## config.mk

```make
export PLATFORM = sky130hd
export DESIGN_NAME = ph_ram_arbiter_flat
export DESIGN_NICKNAME = d
export VERILOG_FILES = /design/src/rtl/ph_ram_arbiter_pkg.sv /design/src/rtl/ph_ram_arbiter_if.sv /design/src/rtl/ph_ram_arbiter_picker.sv /design/src/rtl/ph_ram_arbiter.sv /design/src/flat_wrapper.sv
export SDC_FILE = /design/constraint.sdc
export NUM_CORES = 1
export LEC_CHECK = 0
export BUFFER_PORTS_ARGS = -buffer_cell sky130_fd_sc_hd__buf_2
export CAP_MARGIN = 10
export CORE_MARGIN = 2
export CORE_UTILIZATION = 45
export DETAILED_ROUTE_END_ITERATION = 10
export GPL_TIMING_DRIVEN = 0
export PLACE_DENSITY = 0.79
export SLEW_MARGIN = 20
export SYNTH_ARGS = -nofsm -noshare
export SYNTH_HDL_FRONTEND = slang
export SYNTH_SLANG_ARGS = --single-unit
```

## constraint.sdc

```tcl
create_clock -name clk -period 2.4 [get_ports clk]
set_input_delay 0.36 -clock clk [delete_from_list [all_inputs] [get_ports clk]]
set_output_delay 0.36 -clock clk [all_outputs]
set_load 0.01 [all_outputs]
```

## src/rtl/ph_ram_arbiter_pkg.sv

```systemverilog
// Shared types, default widths and the round-robin pick function for the
// physical RAM arbiter and its priority picker.
package ph_arb_pkg;

    localparam int MAX_PORTS          = 16;
    localparam int PICK_W             = 4;
    localparam int DEF_NUM_PORTS      = 2;
    localparam int DEF_ADDR_WIDTH     = 32;
    localparam int DEF_DATA_WIDTH     = 32;
    localparam int DEF_TIMEOUT_CYCLES = 1024;

    typedef enum logic [1:0] {
        IDLE = 2'd0,
        BUSY = 2'd1,
        DONE = 2'd2
    } arb_state_t;

    // Returns the first requesting index found when scanning ptr, ptr+1, ...
    // modulo n. Returns 0 when nothing requests; callers qualify with |req.
    function automatic int unsigned rr_pick(input logic [MAX_PORTS-1:0] req,
                                            input int unsigned ptr,
                                            input int unsigned n);
        int unsigned idx;
        logic found;
        rr_pick = 0;
        found   = 1'b0;
        for (int unsigned k = 0; k < MAX_PORTS; k++) begin
            idx = (n == 0) ? 0 : (ptr + k) % n;
            if (!found && (k < n) && req[PICK_W'(idx)]) begin
                rr_pick = idx;
                found   = 1'b1;
            end
        end
    endfunction

endpackage

```

## src/rtl/ph_ram_arbiter_if.sv

```systemverilog
// Bundle of the requester-side and physical-RAM-side signals of the arbiter.
// The arbiter sits on the slave modport; the requesters and RAM model sit on
// the master modport.
interface ph_ram_arbiter_if
    import ph_arb_pkg::*;
#(
    parameter int NUM_PORTS  = DEF_NUM_PORTS,
    parameter int ADDR_WIDTH = DEF_ADDR_WIDTH,
    parameter int DATA_WIDTH = DEF_DATA_WIDTH
);

    logic [NUM_PORTS-1:0]            port_req;
    logic [NUM_PORTS-1:0]            port_we;
    logic [NUM_PORTS*ADDR_WIDTH-1:0] port_addr;
    logic [NUM_PORTS*DATA_WIDTH-1:0] port_wdata;
    logic [DATA_WIDTH-1:0]           port_rdata;
    logic [NUM_PORTS-1:0]            port_ack;
    logic                            port_err;

    logic                            ph_request;
    logic                            ph_write_enable;
    logic [ADDR_WIDTH-1:0]           ph_ram_address;
    logic [DATA_WIDTH-1:0]           ph_ram_write;
    logic [DATA_WIDTH-1:0]           ph_ram_read;
    logic                            ph_ack;

    modport master (
        output port_req, port_we, port_addr, port_wdata, ph_ram_read, ph_ack,
        input  port_rdata, port_ack, port_err,
               ph_request, ph_write_enable, ph_ram_address, ph_ram_write
    );

    modport slave (
        input  port_req, port_we, port_addr, port_wdata, ph_ram_read, ph_ack,
        output port_rdata, port_ack, port_err,
               ph_request, ph_write_enable, ph_ram_address, ph_ram_write
    );

endinterface

```

## src/rtl/ph_ram_arbiter_picker.sv

```systemverilog
// Combinational round-robin picker: rotates the request vector to start at
// ptr_i and priority-encodes the first set bit. Kept generic so other shared
// resources can reuse it.
module rr_priority_picker
    import ph_arb_pkg::*;
#(
    parameter  int NUM_PORTS = DEF_NUM_PORTS,
    localparam int GW        = (NUM_PORTS > 1) ? $clog2(NUM_PORTS) : 1
) (
    input  logic [NUM_PORTS-1:0] req_i,
    input  logic [GW-1:0]        ptr_i,
    output logic [GW-1:0]        grant_o,
    output logic                 valid_o
);

    // Pick the first requester at or after the pointer, wrapping around.
    always_comb begin
        grant_o = GW'(rr_pick(MAX_PORTS'(req_i), 32'(ptr_i), NUM_PORTS));
        valid_o = |req_i;
    end

endmodule

```

## src/rtl/ph_ram_arbiter.sv

```systemverilog
// Shares one physical RAM port among NUM_PORTS requesters. One transaction is
// outstanding at a time; grants rotate round-robin, a stuck RAM is aborted
// after TIMEOUT_CYCLES busy cycles and reported through port_err.
module ph_ram_arbiter
    import ph_arb_pkg::*;
#(
    parameter  int NUM_PORTS      = DEF_NUM_PORTS,
    parameter  int ADDR_WIDTH     = DEF_ADDR_WIDTH,
    parameter  int DATA_WIDTH     = DEF_DATA_WIDTH,
    parameter  int TIMEOUT_CYCLES = DEF_TIMEOUT_CYCLES,
    localparam int GW             = (NUM_PORTS > 1) ? $clog2(NUM_PORTS) : 1
) (
    input  logic             clk,
    input  logic             reset,
    ph_ram_arbiter_if.slave  bus,
    output logic [GW-1:0]    dbg_grant,
    output logic [7:0]       dbg_timeouts
);

    localparam int            TW         = (TIMEOUT_CYCLES > 1) ? $clog2(TIMEOUT_CYCLES) : 1;
    localparam logic [TW-1:0] TLAST      = TW'((TIMEOUT_CYCLES > 0) ? TIMEOUT_CYCLES - 1 : 0);
    localparam logic          TIMEOUT_ON = (TIMEOUT_CYCLES != 0);
    localparam logic [GW-1:0] LAST_PORT  = GW'(NUM_PORTS - 1);

    arb_state_t              state_q, state_d;
    logic [GW-1:0]           rrPtr_q, rrPtr_d;
    logic [GW-1:0]           grant_q, grant_d;
    logic                    phReq_q, phReq_d;
    logic                    phWe_q, phWe_d;
    logic [ADDR_WIDTH-1:0]   phAddr_q, phAddr_d;
    logic [DATA_WIDTH-1:0]   phWdata_q, phWdata_d;
    logic [DATA_WIDTH-1:0]   rdata_q, rdata_d;
    logic [NUM_PORTS-1:0]    ack_q, ack_d;
    logic                    err_q, err_d;
    logic [TW-1:0]           tcnt_q, tcnt_d;
    logic [7:0]              tmo_q, tmo_d;

    logic [GW-1:0]           pickGrant;
    logic                    pickValid;
    logic [GW-1:0]           nextPtr;
    logic                    timeoutHit;

    rr_priority_picker #(
        .NUM_PORTS (NUM_PORTS)
    ) u_picker (
        .req_i   (bus.port_req),
        .ptr_i   (rrPtr_q),
        .grant_o (pickGrant),
        .valid_o (pickValid)
    );

    assign nextPtr    = (grant_q == LAST_PORT) ? '0 : grant_q + 1'b1;
    assign timeoutHit = TIMEOUT_ON && (tcnt_q == TLAST);

    // State and datapath registers with synchronous active-low reset.
    always_ff @(posedge clk) begin
        if (!reset) begin
            state_q   <= IDLE;
            rrPtr_q   <= '0;
            grant_q   <= '0;
            phReq_q   <= 1'b0;
            phWe_q    <= 1'b0;
            phAddr_q  <= '0;
            phWdata_q <= '0;
            rdata_q   <= '0;
            ack_q     <= '0;
            err_q     <= 1'b0;
            tcnt_q    <= '0;
            tmo_q     <= '0;
        end else begin
            state_q   <= state_d;
            rrPtr_q   <= rrPtr_d;
            grant_q   <= grant_d;
            phReq_q   <= phReq_d;
            phWe_q    <= phWe_d;
            phAddr_q  <= phAddr_d;
            phWdata_q <= phWdata_d;
            rdata_q   <= rdata_d;
            ack_q     <= ack_d;
            err_q     <= err_d;
            tcnt_q    <= tcnt_d;
            tmo_q     <= tmo_d;
        end
    end

    // Next-state logic: grant in IDLE, wait for ack or timeout in BUSY (ack
    // wins a tie), and hold the completion pulse for one cycle in DONE.
    always_comb begin
        state_d   = state_q;
        rrPtr_d   = rrPtr_q;
        grant_d   = grant_q;
        phReq_d   = phReq_q;
        phWe_d    = phWe_q;
        phAddr_d  = phAddr_q;
        phWdata_d = phWdata_q;
        rdata_d   = rdata_q;
        ack_d     = ack_q;
        err_d     = err_q;
        tcnt_d    = tcnt_q;
        tmo_d     = tmo_q;
        case (state_q)
            IDLE: begin
                if (pickValid) begin
                    state_d   = BUSY;
                    grant_d   = pickGrant;
                    phReq_d   = 1'b1;
                    phWe_d    = bus.port_we[pickGrant];
                    phAddr_d  = bus.port_addr[int'(pickGrant)*ADDR_WIDTH +: ADDR_WIDTH];
                    phWdata_d = bus.port_wdata[int'(pickGrant)*DATA_WIDTH +: DATA_WIDTH];
                    tcnt_d    = '0;
                end
            end
            BUSY: begin
                if (bus.ph_ack) begin
                    state_d = DONE;
                    phReq_d = 1'b0;
                    ack_d   = NUM_PORTS'(1) << grant_q;
                    err_d   = 1'b0;
                    rdata_d = phWe_q ? '0 : bus.ph_ram_read;
                    rrPtr_d = nextPtr;
                end else if (timeoutHit) begin
                    state_d = DONE;
                    phReq_d = 1'b0;
                    ack_d   = NUM_PORTS'(1) << grant_q;
                    err_d   = 1'b1;
                    rdata_d = '0;
                    rrPtr_d = nextPtr;
                    tmo_d   = (tmo_q == 8'hFF) ? tmo_q : tmo_q + 8'd1;
                end else begin
                    tcnt_d = tcnt_q + 1'b1;
                end
            end
            DONE: begin
                state_d = IDLE;
                ack_d   = '0;
                err_d   = 1'b0;
            end
            default: begin
                state_d = IDLE;
            end
        endcase
    end

    // Outputs come straight from registers so every output is 0 after reset.
    always_comb begin
        bus.ph_request      = phReq_q;
        bus.ph_write_enable = phWe_q;
        bus.ph_ram_address  = phAddr_q;
        bus.ph_ram_write    = phWdata_q;
        bus.port_rdata      = rdata_q;
        bus.port_ack        = ack_q;
        bus.port_err        = err_q;
        dbg_grant           = grant_q;
        dbg_timeouts        = tmo_q;
    end

endmodule

```

## src/flat_wrapper.sv

```systemverilog
// flat-port wrapper written by rule: the top's interface ports become plain ports
module ph_ram_arbiter_flat import ph_arb_pkg::*;
#(
    parameter  int NUM_PORTS      = DEF_NUM_PORTS,
    parameter  int ADDR_WIDTH     = DEF_ADDR_WIDTH,
    parameter  int DATA_WIDTH     = DEF_DATA_WIDTH,
    parameter  int TIMEOUT_CYCLES = DEF_TIMEOUT_CYCLES,
    localparam int GW             = (NUM_PORTS > 1) ? $clog2(NUM_PORTS) : 1
)
  (clk, reset, dbg_grant, dbg_timeouts, bus_port_req, bus_port_we, bus_port_addr, bus_port_wdata, bus_ph_ram_read, bus_ph_ack, bus_port_rdata, bus_port_ack, bus_port_err, bus_ph_request, bus_ph_write_enable, bus_ph_ram_address, bus_ph_ram_write);
  ph_ram_arbiter_if #(.NUM_PORTS(NUM_PORTS), .ADDR_WIDTH(ADDR_WIDTH), .DATA_WIDTH(DATA_WIDTH)) bus_i ();
  input  logic clk;
  input  logic reset;
  output logic [GW-1:0] dbg_grant;
  output logic [7:0] dbg_timeouts;
  input wire logic [$bits(bus_i.port_req)-1:0] bus_port_req;
  input wire logic [$bits(bus_i.port_we)-1:0] bus_port_we;
  input wire logic [$bits(bus_i.port_addr)-1:0] bus_port_addr;
  input wire logic [$bits(bus_i.port_wdata)-1:0] bus_port_wdata;
  input wire logic [$bits(bus_i.ph_ram_read)-1:0] bus_ph_ram_read;
  input wire logic [$bits(bus_i.ph_ack)-1:0] bus_ph_ack;
  output wire logic [$bits(bus_i.port_rdata)-1:0] bus_port_rdata;
  output wire logic [$bits(bus_i.port_ack)-1:0] bus_port_ack;
  output wire logic [$bits(bus_i.port_err)-1:0] bus_port_err;
  output wire logic [$bits(bus_i.ph_request)-1:0] bus_ph_request;
  output wire logic [$bits(bus_i.ph_write_enable)-1:0] bus_ph_write_enable;
  output wire logic [$bits(bus_i.ph_ram_address)-1:0] bus_ph_ram_address;
  output wire logic [$bits(bus_i.ph_ram_write)-1:0] bus_ph_ram_write;
  assign bus_i.port_req = bus_port_req;
  assign bus_i.port_we = bus_port_we;
  assign bus_i.port_addr = bus_port_addr;
  assign bus_i.port_wdata = bus_port_wdata;
  assign bus_i.ph_ram_read = bus_ph_ram_read;
  assign bus_i.ph_ack = bus_ph_ack;
  assign bus_port_rdata = bus_i.port_rdata;
  assign bus_port_ack = bus_i.port_ack;
  assign bus_port_err = bus_i.port_err;
  assign bus_ph_request = bus_i.ph_request;
  assign bus_ph_write_enable = bus_i.ph_write_enable;
  assign bus_ph_ram_address = bus_i.ph_ram_address;
  assign bus_ph_ram_write = bus_i.ph_ram_write;
  ph_ram_arbiter #(.NUM_PORTS(NUM_PORTS), .ADDR_WIDTH(ADDR_WIDTH), .DATA_WIDTH(DATA_WIDTH), .TIMEOUT_CYCLES(TIMEOUT_CYCLES)) u_core (.clk(clk), .reset(reset), .bus(bus_i), .dbg_grant(dbg_grant), .dbg_timeouts(dbg_timeouts));
endmodule
```

---- Word level (Yosys, flattened, before mapping) ----
Cells that the tools add are included.
operators by class
  shift operators ......................... 3
  order comparisons ....................... 3
  reductions and logical operators ........ 14
  bitwise logic cells ..................... 2
  equal/unequal tests ..................... 8
  div/mod/pow operators ................... 0
  $add $sub $neg .......................... 4
  $mul .................................... 0
  mux-type cells .......................... 33
operators with widths
  cell                     count
  $shiftx A64 B7 Y32       2
  $mux W32                 3
  $mux W10                 3
  $pmux W10 S2             1
  $mux W1                  17
  $add A10 B1 Y10 const B  1
  $eq A10 B10 Y1 const B   1
  $lt A1 B5 Y1 const B     2
  $mux W2                  5
  $add A8 B1 Y8 const B    1
  $eq A8 B8 Y1 const B     1
  $pmux W2 S2              2
  $reduce_and A2 Y1        4
  $reduce_and A4 Y1        2
  $reduce_bool A2 Y1       3
  $ne A2 B2 Y1 const B     2
  $pmux W1 S2              2
  $ne A3 B2 Y1 const B     1
  $reduce_and A3 Y1        1
  $add A1 B1 Y1 const B    2
  $eq A2 B1 Y1 const B     1
  $eq A2 B2 Y1 const B     1
  $logic_not A2 Y1         1
  $lt A1 B2 Y1 const B     1
  other kinds (6)          7
word-level totals
  bits in latches ......................... 0
  memories kept ........................... 0
  output and inout bits ................... 110
  flip-flop bits (word level) ............. 123
  memory bits (read-only) ................. 0
  input port bits ......................... 167
  memory bits (writable) .................. 0
  word-level logic and storage cells ...... 79

---- Longest topological paths before layout ----
Gate-level depths: netlist (run 1).
  word-level depth ........................ 8
  gate-level depth with buffers ........... 8
  depth with buffers taken out ............ 6

---- Modules after synthesis ----
Synthesis (run 1) repeated with hierarchy kept, for this count alone.
second synthesis, totals
  cell total of the unflattened synthesis .. 528
  area total of the unflattened synthesis .. 5,152.4 um^2
by module, submodules not included
  module              instances  cells each  area an instance (um^2)  sequential area each (um^2)
  ph_ram_arbiter      1          525         5,134.9                  2,462.4
  rr_priority_picker  1          3           17.5                     0.0

---- Worst setup path before layout (run 1) ----
Ideal clock, no wire load.
  path kind ............................... reg-to-reg
  from .................................... register u_core.state_q[0]
  to ...................................... register u_core.tcnt_q[3]
  required time ........................... 2.327 ns
  data arrival time ....................... 1.852 ns
  cell stages (with the launch flop) ...... 8
  clock period less this slack ............ 1.926 ns
  library setup time ...................... 0.073 ns
  buffers on the path ..................... 1
  slack ................................... 0.474 ns
  path through ............................ dfxtp_1 -> inv_1 -> ha_1 -> nor3b_2 -> or3_1 -> buf_2 -> or4_1 -> o211ai_2
between the ends
  word-level cells in the longest chain between the ends .. 3
  elaborated cells between the ends (all ways) .. 8
  those cells by class .................... eq/ne (4); mux (1); reduce/logical (3)
RTL lines
  element                                                  RTL line               source
  from (decl)                                              ph_ram_arbiter.sv:25   arb_state_t state_q, state_d;
  from (signal assigned)                                   ph_ram_arbiter.sv:71   state_q <= state_d;
  $eq A2 B1 Y1 / $logic_not A2 Y1 (equally long branches)  ph_ram_arbiter.sv:101  case (state_q)
  $ne A2 B2 Y1 (no source line) (tied with other cells)    n/a
  $reduce_and A4 Y1 (no source line)                       n/a
  to (signal assigned)                                     ph_ram_arbiter.sv:81   tcnt_q <= tcnt_d;
  to (decl)                                                ph_ram_arbiter.sv:35   logic [TW-1:0] tcnt_q, tcnt_d;
Several ways; a longest one is shown, not always the timed one.
A chain may end at the register's enable or synchronous reset.

---- Final worst setup path (run 1) ----
  from .................................... register u_core.tcnt_q[0]
  to ...................................... register u_core.rdata_q[29], in the netlist u_core.bus.port_rdata[29]
between the ends
  word-level cells in the longest chain between the ends .. 3
RTL lines
  element                              RTL line              source
  $eq A10 B10 Y1                       ph_ram_arbiter.sv:53  assign timeoutHit = TIMEOUT_ON && (tcnt_q == TLAST);
  $reduce_bool A2 Y1 (no source line)  n/a
  $reduce_and A2 Y1 (no source line)   n/a
  to (signal assigned)                 ph_ram_arbiter.sv:78  rdata_q <= rdata_d;
  to (decl)                            ph_ram_arbiter.sv:32  logic [DATA_WIDTH-1:0] rdata_q, rdata_d;
No other way between the ends.

==> PnR_summary.wiki, run 1 <==
{| class="wikitable"
! Metric !! Value
|-
| Unrepaired setup endpoints after global routing || false
|-
| Post-Synthesis Cells || roughly 540
|-
| Worst VDD drop || around 0.70 mV
|-
| Slew Viols, Final || 0
|-
| Clock input transition at the sequential cells of the worst setup and hold paths || about 0.050 ns
|-
| Average via count per standard cell || between 5 and 6
|-
| Flops & latches, synth || ~120
|-
| Count of pins on the block boundary || about 280
|-
| First-pass detailed-route iteration total || 5
|-
| Count of routing violations after the opening detailed-route iteration || approximately 300
|-
| Rows || 39
|-
| Die area || 12,700 µm²
|-
| Last weighted congestion value of the routability-driven placer || 0.857
|-
| DRC violations left || 0
|-
| Area overhead of the layout relative to synthesis || 39.2%
|-
| Worst-Margin Slew || 0.578 ns
|-
| WP buf/inv || 2
|-
| Dominant cell type by count on the critical path || buf_2
|-
| Routed wire length || between 15,000 and 20,000 µm
|-
| Die X || about 110 µm
|-
| Global-route wire length before repair || 25,400 µm
|-
| Setup TNS || 0 ns
|-
| List of cells traversed by the critical path || ha_1 > and4_1 > buf_2 > a31oi_2 > o21a_1 > buf_2 > a22o_1
|-
| Total congestion overflow || 0
|-
| Slowest library cell on the worst path || dfxtp_1
|-
| Cell leakage power || ~3.7 nW
|-
| Commonest cells after routing, fill and taps aside || 286 x buf_2, 123 x dfxtp_1, 73 x mux2i_1
|-
| Critical Setup Path Class || reg2reg
|-
| Count of input and output buffers || 275
|-
| Die height || roughly 110 µm
|-
| Primary FF master, synth || dfxtp_1
|-
| Total power per unit cell area || a little under 900 nW/µm²
|-
| Nets || ~1,000
|-
| Total of max-cap violations || 0
|-
| Tmin final || roughly 2.2 ns
|-
| FFs w/ async S/R, synth || 0%
|-
| Post-route insts no fill || about 990
|-
| Outcome || completed
|-
| Synth Net Count || slightly above 700
|-
| Initial cell density of the core || 46.2%
|-
| Minimum setup slack after placement || between 0.2 and 0.25 ns
|-
| Startpoint types || register
|-
| CP Data Arrival Time || around 2.5 ns
|-
| Max Buffers Root-to-Sink || 2
|-
| Hold/Removal Path Class || in2reg
|-
| H-tree levels || 4
|-
| Fin crit share || between 90% and 100%
|-
| Share of Yosys cell area claimed by the top area cell type || between 40% and 50%
|-
| Total clock buffers created by CTS || 17
|-
| Top cell type by total area after synthesis || dfxtp_1
|-
| Category of cells accounting for the largest share of critical-path delay || compound AO/OA/AOI/OAI gates
|-
| Worst Hold Slack || 0.159 ns
|-
| Cell area after synthesis || between 5000 and 6000 µm²
|-
| Final number of setup-violating endpoints || 0
|-
| Final instance area || roughly 7400 µm²
|-
| HPWL reported at the end of detailed placement || 12,400 µm
|-
| Most common library cell in the layout ignoring fill and taps || buf_2
|-
| Number of antenna violations at the first check in global routing || 1
|-
| Number of global-route vias before repair || around 5,000
|-
| # hold bufs at CTS || 0
|-
| Final Hold Fails || 0
|-
| Cell area reported after detailed placement || 6850 µm²
|-
| Number of fill cells in the layout || between 900 and 1,000
|-
| Setup clock skew after layout || 0.00596 ns
|-
| Placeable core region || about 11,000 µm²
|-
| Post-route ant nets || 0
|-
| Critical Path Fanout Max || 10
|-
| Final total power || approximately 6.4 mW
|-
| Fraction of final layout cells with drive strength greater than 1 || a little under two fifths
|-
| Clock tree from TritonCTS || done
|-
| Post-cts gate resize count || 0
|-
| Clk sinks || around 120
|-
| Via Count || approximately 5,300
|-
| Post-CTS Setup Inserts || 0
|-
| Required time of the critical path || 2.69 ns
|-
| Number of synthesized flops with an enable pin || 0
|-
| Max Clk Rate || roughly 0.45 GHz
|-
| Distinct cell type count of the synthesized netlist || 49
|-
| Pin count of the biggest net entering global routing || 17
|-
| CTS Root Cell || clkbuf_16
|-
| Final standard cell utilization of the core || roughly 64%
|-
| Synthesis Warnings || 0
|-
| WL/cell || 16.4 µm
|-
| Most area-consuming cells after synthesis || dfxtp_1 46%, mux2i_1 14%, a211oi_1 9.2%, a22o_1 5.3%, nor2_1 4.9%
|-
| Per-instance average area after synthesis || roughly 10 µm²
|-
| Insertion delay to the later sink of the worst-skew pair || 0.41 ns
|-
| Fraction of the yosys area taken by sequential cells || 46.5%
|-
| Post-route worst setup slack || 0.177 ns
|-
| Placed instance count || ~960
|-
| Kind of capture point of the worst setup path || register
|-
| GR Util All Layers || 25.5%
|-
| Headroom to the max-slew limit || between 60 and 70%
|-
| Delay contributed by the slowest stage of the critical path || ~0.47 ns
|}
[metal layers]
| metal | up-vias | track usage, % | share of wire [%] |
|---|---|---|---|
| met1 | 2442 | 28.7 | 39 |
| met3 | 35 | 8.15 | 7.4 |
| li1 | 2610 | - | - |
| met5 | - | 0 | 0 |
| met4 | 0 | 10.4 | 2.3 |
| met2 | 210 | 44.5 | 52 |
[final timing paths]
check,from,endpoint,slack (ns),cells past startpoint
max,u_core.tcnt_q[0],u_core.bus.port_rdata[29],0.18,7
min,bus_ph_ram_read[21],u_core.bus.port_rdata[21],0.16,2
max reg2reg,u_core.tcnt_q[0],u_core.bus.port_rdata[29],0.18,7
min reg2reg,u_core.bus.port_err,u_core.bus.port_err,0.46,2
[synth_stat cells (2+ instances only)]
library cell / n
a211oi_1: 65
a21oi_1: 10
a22o_1: 32
a31oi_1: 4
a41oi_1: 3
and2_1: 2
and3_1: 4
and4_1: 3
buf_1: 7
buf_2: 11
buf_4: 5
clkbuf_1: 21
dfxtp_1: 123
ha_1: 6
inv_1: 9
mux2i_1: 73
nand2_1: 16
nand2b_1: 2
nand3_1: 13
nand3b_1: 2
nand4_1: 5
nor2_1: 69
nor3_1: 3
nor3b_1: 2
nor4_1: 2
nor4_2: 2
o2111ai_1: 3
o211ai_1: 4
o21a_1: 2
o21ai_0: 8
o21ai_1: 2
o31ai_1: 4
or3_1: 4
or4_1: 5
[power by group]
group | leakage, nW | switching (mW) | internal (mW)
Combinational | 2.43 | 0.949 | 0.656
Sequential | 1.01 | 0.160 | 2.34
Clock | 0.254 | 0.834 | 1.45
[state kept, by name, summed over array words and instances, names as in the netlist]
| name | count |
|---|---|
| u_core.bus.port_err | 1 |
| u_core.bus.ph_request | 1 |
| u_core.state_q | 2 |
| u_core.bus.ph_write_enable | 1 |
| u_core.rrPtr_q | 1 |
| u_core.bus.ph_ram_address | 32 |
| u_core.bus.port_rdata | 32 |
| u_core.bus.port_ack | 2 |
| u_core.bus.ph_ram_write | 32 |
| u_core.dbg_grant | 1 |
| u_core.dbg_timeouts | 8 |
| u_core.tcnt_q | 10 |
[cell type report]
| class | instances | area (µm²) | share of cell area, % |
|---|---|---|---|
| Clock buffer | 26 | 479 | 6.50 |
| Sequential cell | 123 | 2460 | 33.4 |
| Tap cell | 143 | 179 | 2.43 |
| Buffer | 45 | 205 | 2.78 |
| Antenna cell | 1 | 2.50 | 0.0339 |
| Multi-Input combinational cell | 364 | 2600 | 35.2 |
| Inverter | 9 | 33.8 | 0.458 |
| Clock inverter | 3 | 40.0 | 0.543 |
| Timing Repair Buffer | 275 | 1380 | 18.7 |
[kinds of logic (layout without fill, tap and decap cells)]
| logic type | count (synthesis) | count (layout) | share of synthesized area (%) |
|---|---|---|---|
| AOI/OAI and AO/OA | 145 | 145 | 20.7 |
| adders and majority gates | 6 | 6 | 1.42 |
| buffers and inverters | 54 | 358 | 4.51 |
| DFF | 123 | 123 | 46.5 |
| muxes | 73 | 73 | 13.8 |
| other | 0 | 1 | 0 |
| and+or+nand+nor | 140 | 140 | 13.1 |
Power figures use the tool's default switching activity.
==> inputs of run 2 (changes only) <==
--- a/config.mk
+++ b/config.mk
@@ -5,10 +5,11 @@
 export SDC_FILE = /design/constraint.sdc
 export NUM_CORES = 1
 export LEC_CHECK = 0
+export ABC_AREA = 1
 export BUFFER_PORTS_ARGS = -buffer_cell sky130_fd_sc_hd__buf_2
 export CAP_MARGIN = 10
 export CORE_MARGIN = 2
-export CORE_UTILIZATION = 45
+export CORE_UTILIZATION = 46
 export DETAILED_ROUTE_END_ITERATION = 10
 export GPL_TIMING_DRIVEN = 0
 export PLACE_DENSITY = 0.79
==> PnR_summary.wiki, run 2 <==
{| class="wikitable"
! Metric !! Value
|-
| Outcome || completed
|-
| Primary FF master, synth || dfxtp_1
|-
| Max Buffers Root-to-Sink || 2 (unchanged)
|-
| Final total power || 6.48 mW (+1.4%)
|-
| Average via count per standard cell || 5.02 (-6.3%)
|-
| Headroom to the max-slew limit || 58.5% (-3.0 points)
|-
| Share of Yosys cell area claimed by the top area cell type || 43.4% (-3.1 points)
|-
| Hold/Removal Path Class || in2reg
|-
| Number of global-route vias before repair || 5,745 (+12%)
|-
| Die X || 115 µm (+2.3%)
|-
| Most frequent cell after synthesis || nand2_1
|-
| Total of max-cap violations || 0 (unchanged)
|-
| Insertion delay to the later sink of the worst-skew pair || 0.41 ns (about the same)
|-
| Top cell type by total area after synthesis || dfxtp_1
|-
| Last weighted congestion value of the routability-driven placer || 0.864 (+0.76%)
|-
| FFs w/ async S/R, synth || 0% (unchanged)
|-
| Critical Path Fanout Max || 10 (unchanged)
|-
| Total congestion overflow || 0 (unchanged)
|-
| Kind of capture point of the worst setup path || register
|-
| Worst-Margin Slew || 0.623 ns (+0.0448 ns)
|-
| Routed wire length || 17,400 µm (+7.4%)
|-
| Area overhead of the layout relative to synthesis || 38.4%
|-
| Post-Synthesis Cells || 796 (+47%)
|-
| Count of routing violations after the opening detailed-route iteration || 350 (+18%)
|-
| Most area-consuming cells after synthesis || dfxtp_1 43%, nand2_1 17%, o211ai_1 8.6%, nand3_1 7.2%, inv_1 6.2%
|-
| Flops & latches, synth || 123 (unchanged)
|-
| Clock input transition at the sequential cells of the worst setup and hold paths || 0.06 ns (about the same)
|-
| Clock tree from TritonCTS || done
|-
| Worst Hold Slack || 0.200 ns (+0.0409 ns)
|-
| Distinct cell type count of the synthesized netlist || 33 (-33%)
|-
| Count of antenna diodes in the layout || 0 (-1)
|-
| Startpoint types || register
|-
| Setup TNS || 0 ns (unchanged)
|-
| Required time of the critical path || 2.70 ns (about the same)
|-
| Pin count of the biggest net entering global routing || 17 (unchanged)
|-
| Per-instance average area after synthesis || 7.13 µm² (-27%)
|-
| Tmin final || 1.90 ns (-0.320 ns)
|-
| Number of antenna violations at the first check in global routing || 0 (-1)
|-
| Final number of setup-violating endpoints || 0 (unchanged)
|-
| Post-cts gate resize count || 0 (unchanged)
|-
| Most frequent cells after synthesis || 257 x nand2_1, 123 x dfxtp_1, 94 x inv_1, 82 x nand3_1, 65 x o211ai_1
|-
| Count of input and output buffers || 276 (+0.36%)
|-
| Fraction of final layout cells with drive strength greater than 1 || 32.4% (-5.8 points)
|-
| Number of fill cells in the layout || 1,080 (+13%)
|-
| Cell area after synthesis || 5680 µm² (+7.2%)
|-
| Initial cell density of the core || 47.3% (+1.1 points)
|-
| H-tree levels || 4 (unchanged)
|-
| Die area || 13,200 µm² (+4.6%)
|-
| Post-route ant nets || 0 (unchanged)
|-
| Critical Setup Path Class || reg2reg
|-
| HPWL reported at the end of detailed placement || 13,000 µm (+5.2%)
|-
| Total clock buffers created by CTS || 17 (unchanged)
|-
| Total power per unit cell area || 825 nW/µm² (-4.8%)
|-
| Minimum setup slack after placement || 0.488 ns (+0.279 ns)
|-
| Global-route wire length before repair || 27,200 µm (+6.8%)
|-
| CP Data Arrival Time || 2.20 ns (-0.31 ns)
|-
| First-pass detailed-route iteration total || 5 (unchanged)
|-
| Final standard cell utilization of the core || 65.4% (+1.1 points)
|-
| Setup clock skew after layout || 0.0134 ns (+0.00742 ns)
|-
| Rows || 40 (+2.6%)
|-
| Critical hold path startpoint || bus_ph_ram_read[6]
|-
| GR Util All Layers || 25.8% (+0.31 points)
|-
| Max Clk Rate || 0.526 GHz (+17%)
|-
| Most common library cell in the layout ignoring fill and taps || buf_2
|-
| Die height || 115 µm (+2.3%)
|-
| Crit path from || u_core.state_q[0]
|-
| WL/cell || 13.9 µm (-15%)
|-
| Post-route worst setup slack || 0.498 ns (+0.320 ns)
|-
| Commonest cells after routing, fill and taps aside || 300 x buf_2, 257 x nand2_1, 123 x dfxtp_1
|-
| Clk sinks || 123 (unchanged)
|-
| Final Hold Fails || 0 (unchanged)
|-
| Placeable core region || 12,000 µm² (+4.7%)
|-
| Cell leakage power || 4.22 nW (+14%)
|-
| Fin crit share || 79.3% (-13 points)
|-
| CTS Root Cell || clkbuf_16
|-
| Nets || 1,264 (+25%)
|-
| Synth Net Count || 969 (+36%)
|-
| Unrepaired setup endpoints after global routing || false
|-
| Number of synthesized flops with an enable pin || 0 (unchanged)
|-
| DRC violations left || 0 (unchanged)
|-
| Synthesis Warnings || 0 (unchanged)
|-
| Startpoint of the worst-slack reg-to-reg timing path || u_core.state_q[0]
|-
| Slew Viols, Final || 0 (unchanged)
|-
| Count of pins on the block boundary || 277 (unchanged)
|-
| Worst VDD drop || 0.605 mV (-13%)
|-
| Via Count || 6,275 (+18%)
|-
| Fraction of the yosys area taken by sequential cells || 43.4% (-3.1 points)
|-
| Post-CTS Setup Inserts || 0 (unchanged)
|-
| # hold bufs at CTS || 0 (unchanged)
|}
run 2: critical path, cell delays in order (launching register included):
cell	delay [ns]
dfxtp_1	0.32
inv_1	0.11
ha_1	0.29
o21ai_2	0.14
inv_2	0.11
clkbuf_1	0.48
nand3_1	0.18
o211ai_1	0.11
inv_1	0.05
run 2: area by class of cell:
type	count	area, µm²	share of cell area (%)
plain buffers	51	274	3.49
clock buffers	17	425	5.41
clock inverters	15	188	2.39
inverters	97	367	4.67
multi-input cells	525	2570	32.8
flip-flops and latches	123	2460	31.3
well taps	147	184	2.34
repair buffers	276	1380	17.6
run 2: report_power, final:
part	internal (mW)	total [mW]	switching, mW
clock	1.65	2.66	1.01
combinational	0.569	1.41	0.841
sequential	2.28	2.41	0.129
total	4.50	6.48	1.98
run 2: stage by stage:
stage,cells,area [µm²]
after floorplan,796,5680
after global placement,1219,7240
after detailed placement,1219,7240
after CTS,1251,7860
after global routing,1251,7860
final,1251,7860
run 2: cells by family (layout without fill, tap and decap cells):
group | after synthesis | after routing | synth area share (%)
AND/OR/NAND/NOR | 393 | 393 | 29.6
buffers and inverters | 148 | 456 | 11.3
AO/OA/AOI/OAI | 125 | 125 | 14.3
flip-flops | 123 | 123 | 43.4
adder cells (fa/ha/maj) | 6 | 6 | 1.32
XOR/XNOR | 1 | 1 | 0.154
run 2: worst paths after layout:
path | end | slack, ns | cells past startpoint
worst max-delay path | u_core.bus.ph_ram_address[21] | 0.50 | 8
worst max register to register | u_core.bus.ph_ram_address[21] | 0.50 | 8
worst min register to register | u_core.bus.port_rdata[22] | 0.46 | 2
worst min-delay path | u_core.bus.port_rdata[6] | 0.20 | 3
run 2: per-layer routing:
metal	part of all wire [%]	routed length, µm	vias to the layer above	GRT usage [%]
met4	1.5	257	0	7.31
met3	7.5	1310	28	8.17
met2	50	8710	245	46.0
met5	0	0	-	0
li1	-	-	3168	-
met1	41	7160	2834	29.6
